--- config.mk ---
export PLATFORM = sky130hd
export DESIGN_NAME = fetch_sequencer
export DESIGN_NICKNAME = d
export VERILOG_FILES = /design/src/rtl/fetch_sequencer_pkg.sv /design/src/rtl/program_counter.sv /design/src/rtl/fetch_sequencer.sv
export SDC_FILE = /design/constraint.sdc
export NUM_CORES = 1
export LEC_CHECK = 0
export CAP_MARGIN = 40
export CORE_MARGIN = 10
export CORE_UTILIZATION = 45
export DETAILED_ROUTE_END_ITERATION = 8
export PLACE_DENSITY_LB_ADDON = 0.25
export SYNTH_ARGS = -nofsm -noshare
export SYNTH_HDL_FRONTEND = slang
export SYNTH_SLANG_ARGS = --single-unit
--- constraint.sdc ---
create_clock -name clk -period 2.95 [get_ports clk]
set_input_delay 0.59 -clock clk [delete_from_list [all_inputs] [get_ports clk]]
set_output_delay 0.59 -clock clk [all_outputs]
set_load 0.01 [all_outputs]
--- src/rtl/fetch_sequencer_pkg.sv ---
// Shared definitions for the microsequencer slice:
// FSM state encodings and parameter defaults.
package fetch_sequencer_pkg;

  localparam int ADDR_W_DEF     = 10;
  localparam int VOID_SLOTS_DEF = 2;

  typedef enum logic [1:0] {
    ST_IDLE = 2'd0,
    ST_RUN  = 2'd1,
    ST_HALT = 2'd2
  } state_t;

endpackage

--- src/rtl/program_counter.sv ---
// Microprogram counter: ADDR_W register with load (priority) and +1 wrap.
// Ports: clk, reset (async high), load, load_val, inc -> pc.
module program_counter #(
  parameter int ADDR_W       = 10,
  parameter int RESET_VECTOR = 0
) (
  input  logic              clk,
  input  logic              reset,
  input  logic              load,
  input  logic [ADDR_W-1:0] load_val,
  input  logic              inc,
  output logic [ADDR_W-1:0] pc
);

  always_ff @(posedge clk or posedge reset) begin
    if (reset) begin
      pc <= ADDR_W'(RESET_VECTOR);
    end else if (load) begin
      pc <= load_val;
    end else if (inc) begin
      // Natural wrap at 2^ADDR_W.
      pc <= pc + 1'b1;
    end
  end

endmodule

--- src/rtl/fetch_sequencer.sv ---
// Microsequencer: drives ROM fetch, IR load and IR void (NOP) line.
// Ports: clk, reset, run, stall, halt_req, branch_taken, branch_target
//   -> rom_addr, rom_en, ir_load, is_void, halted.
module fetch_sequencer
  import fetch_sequencer_pkg::*;
#(
  parameter int ADDR_W       = ADDR_W_DEF,
  parameter int VOID_SLOTS   = VOID_SLOTS_DEF,
  parameter int RESET_VECTOR = 0
) (
  input  logic              clk,
  input  logic              reset,
  input  logic              run,
  input  logic              stall,
  input  logic              halt_req,
  input  logic              branch_taken,
  input  logic [ADDR_W-1:0] branch_target,
  output logic [ADDR_W-1:0] rom_addr,
  output logic              rom_en,
  output logic              ir_load,
  output logic              is_void,
  output logic              halted
);

  localparam logic [1:0] VOID_INIT = 2'(VOID_SLOTS);

  state_t      state;
  state_t      state_nxt;
  logic [1:0]  void_cnt;
  logic [1:0]  void_nxt;
  logic        pc_load;
  logic        pc_inc;
  logic [ADDR_W-1:0] pc;

  program_counter #(
    .ADDR_W       (ADDR_W),
    .RESET_VECTOR (RESET_VECTOR)
  ) u_pc (
    .clk      (clk),
    .reset    (reset),
    .load     (pc_load),
    .load_val (branch_target),
    .inc      (pc_inc),
    .pc       (pc)
  );

  assign rom_addr = pc;

  always_ff @(posedge clk or posedge reset) begin
    if (reset) begin
      state    <= ST_IDLE;
      void_cnt <= 2'd0;
    end else begin
      state    <= state_nxt;
      void_cnt <= void_nxt;
    end
  end

  always_comb begin
    state_nxt = state;
    void_nxt  = void_cnt;
    pc_load   = 1'b0;
    pc_inc    = 1'b0;
    rom_en    = 1'b0;
    ir_load   = 1'b0;
    is_void   = 1'b1;
    halted    = 1'b0;
    unique case (state)
      ST_IDLE, ST_HALT: begin
        halted = (state == ST_HALT);
        if (run) begin
          state_nxt = ST_RUN;
          void_nxt  = VOID_INIT;
        end
      end
      ST_RUN: begin
        is_void = (void_cnt != 2'd0);
        if (!stall) begin
          rom_en  = 1'b1;
          ir_load = 1'b1;
          // A voided slot is a NOP, so it cannot branch.
          if (branch_taken && void_cnt == 2'd0) begin
            pc_load  = 1'b1;
            void_nxt = VOID_INIT;
          end else begin
            pc_inc = 1'b1;
            if (void_cnt != 2'd0)
              void_nxt = void_cnt - 2'd1;
          end
          if (halt_req)
            state_nxt = ST_HALT;
        end
      end
      default: state_nxt = ST_IDLE;
    endcase
  end

endmodule

; Word level (Yosys, flattened, before mapping)
; Cells that the tools add are included.
; Widths: inputs -> output; s select.
[totals]
ff_bits = 14
out_inout_bits = 14
wordCells = 41
[classes]
n_eq_ne = 6
n_reduce_logical = 9
n_addsub = 2
muxes = 21
[op_table]
columns = operator, count
row1 = $mux 10, 2
row2 = $mux 2, 7
row3 = $add 10x1->10 const B, 1
row4 = $mux 1, 10
row5 = $pmux 2 s2, 2
row6 = $ne 2x2->1 const B, 3
row7 = $reduce_bool 2->1, 3
row8 = $logic_not 2->1, 2
row9 = $reduce_and 4->1, 1
row10 = $ne 3x3->1 const B, 1
row11 = $reduce_and 3->1, 1
row12 = $eq 2x1->1 const B, 1
row13 = $eq 2x2->1 const B, 1
row14 = $reduce_or 2->1, 1
row15 = $sub 2x1->2 const B, 1
row16 = $logic_and 1x1->1, 1

; Logic depth before layout (Yosys ltp)
[depth]
depth_word = 7
depth_mapped = 7

; By module
; From an unflattened synthesis, not the netlist that was laid out.
[hier_totals]
hier_cells = 86
hier_area_um2 = 809.5
[modules_own_cells]
columns = module, n_inst, cells_per_inst, area_per_inst_um2
row1 = program_counter, 1, 58, 548.0
row2 = fetch_sequencer, 1, 28, 261.5

; Worst setup path before layout
; OpenSTA, ideal clock, no wires.
[synth_timing]
path_kind = in2out
startpoint = input port stall
endpoint = output port rom_en
path_stages = 5
path_buffers = 3
arrival_time_ns = 1.397
slack_ns = 0.963
cell_sequence = or3b_1 buf_6 clkinv_4 buf_6 buf_4
[synth_between]
elab_chain_len = 2
[synth_rtl]
columns = item, line_no
row1 = from (decl), fetch_sequencer.sv:14  ; input logic stall,
row2 = $mux 1 (2 in series), --
row3 = to (decl), fetch_sequencer.sv:19  ; output logic rom_en,
; No other way between the ends.

; Final worst setup path
[layout_timing]
startpoint = input port stall
endpoint = output port rom_en
[layout_between]
elab_chain_len = 2
[layout_rtl]
columns = item, line_no
row1 = $mux 1, fetch_sequencer.sv:78  ; if (!stall) begin
row2 = $mux 1, fetch_sequencer.sv:68  ; unique case (state)
; No other way between the ends.

==> summary.txt <==
Status
  – Outcome: finished clean

Power and ir drop
  – Clock network fraction of total power: 10.5%
  – Switch Pwr: around 0.42 mW
  – Sequential group share of total power: 35.3%
  – Pwr Density: 808 nW/um2
  – Combinational cell fraction of total power: a little over half
  – Sw frac: 41.7%
  – Leakage Power: 0.531 nW
  – Internal Pwr Total: 0.591 mW
  – Total power draw: 1.01 mW
  – Worst IR Drop VDD: 0.000492 V

Cells and area
  – Net count of the finished layout: roughly 150
  – Number of inserted diodes: 0
  – Post-Layout Cell Count: 156
  – Final design area excluding fillers: 1250 um2
  – Fin util: 63.3%
  – Most common cell after layout, fill and taps aside: sky130_fd_sc_hd__clkdlybuf4s50_1
  – Commonest cells after routing, fill and taps aside: sky130_fd_sc_hd__clkdlybuf4s50_1, sky130_fd_sc_hd__dfrtp_1, sky130_fd_sc_hd__mux2i_1
  – Proportion of layout cells with a drive suffix above 1: 5.43%
  – Synth-to-Final Area Change: 33.2%

Global route
  – Total congestion overflow: 0
  – Number of global-route vias before repair: around 900
  – Pin count of the biggest net entering global routing: 15
  – Global router's overall resource usage: 12.2%
  – First-pass GRT wire length: 4.29 mm
  – Number of antenna violations at the first check in global routing: 0

Clock tree
  – Deepest level of the CTS H-tree: 1
  – TritonCTS clock tree: yes
  – Post-cts repair resize count: 0
  – Worst-case clock buffer depth: 2
  – Clock-pin slew on the worst setup and hold paths: ~0.080 ns
  – Cts hold-fix bufs: 0
  – Clock sink total: 14
  – Root cell of the clock tree: sky130_fd_sc_hd__clkbuf_4
  – Postcts setup bufs: 0
  – Total CTS buffers: 3
  – Clock Latency Late Sink: ~0.27 ns

Worst setup path
  – Maximum net fanout on the critical path: 9
  – Critical register-to-register path startpoint: void_cnt[0]
  – Cells on worst reg2reg path: 5
  – Kind of critical path: input port to primary output
  – Worst path arrival time: ~2.1 ns
  – CP required: about 2.4 ns
  – CP Capture Type: primary output
  – Endpoint of the most critical register-to-register path: u_pc.pc[6]
  – Register-to-register path setup slack: 1.13 ns
  – Critical path launch point type: input port
  – Crit path from: stall

Placement
  – Number of placed cells counting well taps: 153
  – Placed Area: 1230 um2
  – Weighted congestion reported at the end of routability-driven placement: 0.840
  – Dpl hpwl: 1.95 mm
  – Number of port buffers: 29
  – DP Worst Slack: 0.273 ns

Yosys
  – Area share of the leading cell type in the synthesized netlist: around 37%
  – Top FF cell, synth: sky130_fd_sc_hd__dfrtp_1
  – Post-synth net total: 121
  – Synthesized instance count: 103
  – Cell type with the highest aggregate area in the netlist: sky130_fd_sc_hd__dfrtp_1
  – Total number of yosys warnings: 0
  – Average instance area after synthesis: 9.15 um2
  – Distinct cells, synth: 37
  – Netlist area before placement: between 900 and 1000 um2
  – Async set-or-reset flop fraction in the synthesized netlist: 100%
  – Total of flip-flops plus latches after synthesis: 14
  – Share of the yosys chip area belonging to registers: 37.2%
  – EDFF count, synth: 0
  – Largest cells by area after synthesis: sky130_fd_sc_hd__dfrtp_1, sky130_fd_sc_hd__mux2i_1, sky130_fd_sc_hd__nand4_1

Route
  – Violation count after the first detailed-route iteration: 44
  – Detail Route Antenna Nets: 0
  – Detailed-router iteration count before antenna repair: 4
  – Routed Wire Length: 2.57 mm
  – Routed wirelength normalized by instance count: 16.5 um
  – Total vias in the final route: roughly 900
  – Remaining design rule violation count: 0
  – Via-to-Cell Ratio: 5.75

STA
  – Clock Skews: 0.00547 ns
  – Transition time at the pin with the least slew margin: between 0.5 and 0.6 ns
  – Worst hold margin: ~0.5 ns
  – Tightest slew margin relative to the limit: 62.6%
  – RSZ-0062 raised after global routing: no
  – Peak clock frequency supported by timing: 0.375 GHz
  – Number of setup violations in the final report: 0
  – Max-slew violations: 0
  – Setup TNS: 0 ns
  – Post-layout worst setup margin: approximately 0.28 ns
  – Minimum period implied by the final worst setup slack: 2.67 ns
  – Hold Violations, Final: 0
  – Final worst path period share: 90.4%

Floorplan
  – Cell row count: 16
  – Initial core utilization: 47.5%
  – DIE AREA: 4320 um2
  – Die Y: 65.8 um
  – Top-level port count: 30
  – Floorplan die width: approximately 66 um
  – Core Box Area: 1980 um2

Min path
  – Terminating pin of the worst hold path: void_cnt[1]
  – Tightest Hold Check Type: flop to flop
  – Hold Path Stages: 1
  – Startpoint of the most critical hold path: void_cnt[1]

Flow run
  – Number of maximum-capacitance constraint violations: 0
[cell usage after synthesis, types with 2 or more instances]
| cell type | count |
|---|---|
| sky130_fd_sc_hd__dfrtp_1 | 14 |
| sky130_fd_sc_hd__mux2i_1 | 8 |
| sky130_fd_sc_hd__inv_1 | 7 |
| sky130_fd_sc_hd__nand4_1 | 7 |
| sky130_fd_sc_hd__nand2_1 | 6 |
| sky130_fd_sc_hd__and3_1 | 5 |
| sky130_fd_sc_hd__clkbuf_1 | 5 |
| sky130_fd_sc_hd__nand3_1 | 5 |
| sky130_fd_sc_hd__a21oi_1 | 4 |
| sky130_fd_sc_hd__o211ai_1 | 4 |
| sky130_fd_sc_hd__a2bb2oi_1 | 2 |
| sky130_fd_sc_hd__a31oi_1 | 2 |
| sky130_fd_sc_hd__and4_1 | 2 |
| sky130_fd_sc_hd__buf_6 | 2 |
| sky130_fd_sc_hd__ha_1 | 2 |
| sky130_fd_sc_hd__nand3b_1 | 2 |
| sky130_fd_sc_hd__nor2b_1 | 2 |
| sky130_fd_sc_hd__nor3_1 | 2 |
| sky130_fd_sc_hd__o21ai_0 | 2 |
| sky130_fd_sc_hd__o22ai_1 | 2 |
| sky130_fd_sc_hd__or3_1 | 2 |
[area by class of cell]
cell class | count | area, um2
Clock buffer | 3 | 22.5
Fill cell | 176 | 727
Tap cell | 27 | 33.8
Multi-Input combinational cell | 73 | 508
Sequential cell | 14 | 350
Timing Repair Buffer | 31 | 305
Inverter | 8 | 35.0
[layer usage]
layer  part of all wire [%]  track usage [%]  vias to the layer above
met4                   0.82             4.28                        0
met2                     51             19.8                       25
met3                    6.6             3.73                        2
met1                     41             14.7                      435
li1                       -                -                      435
met5                      0                0                        -
[power by group through the flow]
stage	sequential [mW]	clock (mW)	combinational, mW
5_1_grt	0.376	0.118	0.603
4_1_cts	0.357	0.109	0.556
2_1_floorplan	0.351	0	0.350
6_report	0.358	0.106	0.550
3_3_place_gp	0.356	0	0.539
3_5_place_dp	0.360	0	0.554
[critical path: stages]
cell and delay, ns:
sky130_fd_sc_hd__clkdlybuf4s50_1 0.41, sky130_fd_sc_hd__or3b_1 0.41, sky130_fd_sc_hd__clkinv_4 0.11, sky130_fd_sc_hd__clkdlybuf4s50_1 0.55
[kinds of logic after synthesis]
family                   count (synthesis)  share of synthesized area [%]
multiplexers                            10                           10.9
buffers and inverters                   16                           8.90
AND/OR/NAND/NOR                         40                           25.1
AO/OA/AOI/OAI                           21                           15.3
adder cells (fa/ha/maj)                  2                           2.66
flip-flops                              14                           37.2
[how the worst max path moves through the flow]
| stage | to | cells after the start |
|---|---|---|
| floorplan | rom_en | 5 |
| global placement | rom_en | 4 |
| detailed placement | rom_en | 4 |
| CTS | rom_en | 4 |
| global route | rom_en | 4 |
| finish | rom_en | 4 |
[state kept, by name, summed over array words and instances (netlist names)]
register and flops:
state 2, void_cnt 2, u_pc.pc 10
Power figures use the tool's default switching activity.
==> edit (same settings) <==
Change the package constant `ADDR_W_DEF` from 10 to 9.
--- a/src/rtl/fetch_sequencer_pkg.sv
+++ b/src/rtl/fetch_sequencer_pkg.sv
@@ -2,7 +2,7 @@
 // FSM state encodings and parameter defaults.
 package fetch_sequencer_pkg;
 
-  localparam int ADDR_W_DEF     = 10;
+  localparam int ADDR_W_DEF     = 9;
   localparam int VOID_SLOTS_DEF = 2;
 
   typedef enum logic [1:0] {
Interface: changed (resized branch_target and rom_addr); port bits go from 30 to 28. The function was not compared with the original's and may differ.
==> edit against the unedited design <==
- sequential power down 11%
- power down 7.0%
- area after synthesis down 12%
- routed wire length down 20%
- design area down 8.9%
- sequential cell count down 1
- worst setup slack worse by 0.041 ns
- maximum frequency down 1.5%
- critical endpoint unchanged
- highest routed layer unchanged
==> edit: results (changes against the unedited design) <==
Parameter                              Value

Route
  Routed wire length on met2    959 um (-27%)
  Routed wire length on met3    116 um (-31%)
  Routed metal-1 wire length    959 um (-9.4%)
  Total number of vias    783 (-13%)
  Drt first-iter violations    16 (-64%)
  Average wire length per cell after detail routing    14.2 um (-14%)

Power and ir drop
  Leakage    0.499 nW (-6.0%)
  Power dissipated by switching net loads    378 uW (-11%)
  Worst IR Drop VDD    0.000516 V (+5.0%)

GRT
  Number of global-route vias before repair    754 (-16%)
  Maximum number of pins on one net before global-route repair    14 (-1)
  Global-route wire length before repair    3440 um (-20%)
  GRT Overall Usage    0.104 (-0.0181)

Logic synthesis
  Part of the Yosys area used for sequential elements    0.391 (+0.0191)
  Number of different library cells in the post-synthesis netlist    32 (-14%)
  List of most frequent post-synthesis cells    13 x dfrtp_1, 8 x a21oi_1, 8 x inv_1, 8 x mux2i_1
  Count of yosys warnings during synthesis    0 (unchanged)
  Biggest area contributors in the synthesized netlist    dfrtp_1 39%, mux2i_1 9.6%, a21oi_1 4.8%
  Post-synthesis net count    109 (-9.9%)

Timing
  Least-Margin Pin Slew    0.512 ns (-0.0492 ns)
  Skew final    0.00460 ns (-0.000869 ns)
  Sum Neg Setup Slack    0 ns (unchanged)

Critical path
  Crit-path max FO    6 (-3)
  Data arrival time of the critical path    2.12 ns (+0.04 ns)

Placement
  Worst slack, placed    0.221 ns (-0.0520 ns)
  Area after detailed placement    1120 sq um (-9.3%)
  Weighted congestion at the end of routability-driven global placement    0.866 (+3.1%)
  Count of buffers inserted at the top-level ports    27 (-6.9%)
  Final HPWL DP    1610 um (-17%)

Final layout
  Ratio of cells with drive above 1 in the final layout    0.0504 (-0.00384)
  Final net count    137 (-8.1%)
  Leading registers by flop count    u_pc.pc: 9 flops, state: 2 flops, void_cnt: 2 flops

Clock tree
  Reg clk slew, reported paths    0.08 ns (about the same)
  Maximum root-to-sink buffer count    2 (unchanged)

Run status
  Outcome    complete, no violations
## edit: routing by layer
layer  vias up  GRT usage
met1       365      0.131
met4         0     0.0335
li1        395          -
met3         2     0.0358
met5         -          0
met2        21      0.159
## edit: final timing paths
check | start | to | slack [ns] | cells past startpoint
worst max-delay path | stall | rom_en | 0.24 | 4
worst min-delay path | void_cnt[1]$_DFFE_PP0P_ | void_cnt[1]$_DFFE_PP0P_ | 0.54 | 1
worst max register to register | void_cnt[0]$_DFFE_PP0P_ | u_pc.pc[3]$_DFFE_PP0P_ | 1.28 | 5
worst min register to register | void_cnt[1]$_DFFE_PP0P_ | void_cnt[1]$_DFFE_PP0P_ | 0.54 | 1
max in group asynchronous | reset | u_pc.pc[2]$_DFFE_PP0P_ | 1.97 | 2
min in group asynchronous | reset | void_cnt[0]$_DFFE_PP0P_ | 0.64 | 2
## edit: power groups by stage
stage / Clock, mW / Combinational, mW / Sequential [mW]
final: 0.110 / 0.513 / 0.320
after global routing: 0.123 / 0.573 / 0.335
after CTS: 0.114 / 0.519 / 0.318
after detailed placement: 0 / 0.517 / 0.322
after global placement: 0 / 0.506 / 0.318
after floorplan: 0 / 0.305 / 0.327
## edit: area by class of cell
| cell class | instances | area [sq um] |
|---|---|---|
| fill | 154 | 602 |
| inverter | 8 | 30.0 |
| sequential | 13 | 325 |
| multi-input combinational | 65 | 445 |
| timing repair buffer | 29 | 285 |
| tap | 25 | 31.3 |
| clock buffer | 4 | 26.3 |
## edit: kinds of logic after synthesis
family / after synthesis / synth area share
and+or+nand+nor: 33 / 0.233
adders and majority gates: 2 / 0.0301
DFF: 13 / 0.391
buffers and inverters: 14 / 0.0737
muxes: 9 / 0.110
AOI/OAI and AO/OA: 21 / 0.162
## edit: metrics by stage
| stage | cells | power, mW |
|---|---|---|
| global route | 144 | 1.03 |
| CTS | 144 | 0.952 |
| floorplan | 92 | 0.632 |
| global placement | 140 | 0.825 |
| finish | 144 | 0.943 |
| detailed placement | 140 | 0.839 |
## edit: worst max-delay path: stages
cell and delay [ns]:
clkdlybuf4s50_1 0.41, or3b_1 0.37, inv_1 0.17, clkdlybuf4s50_1 0.57
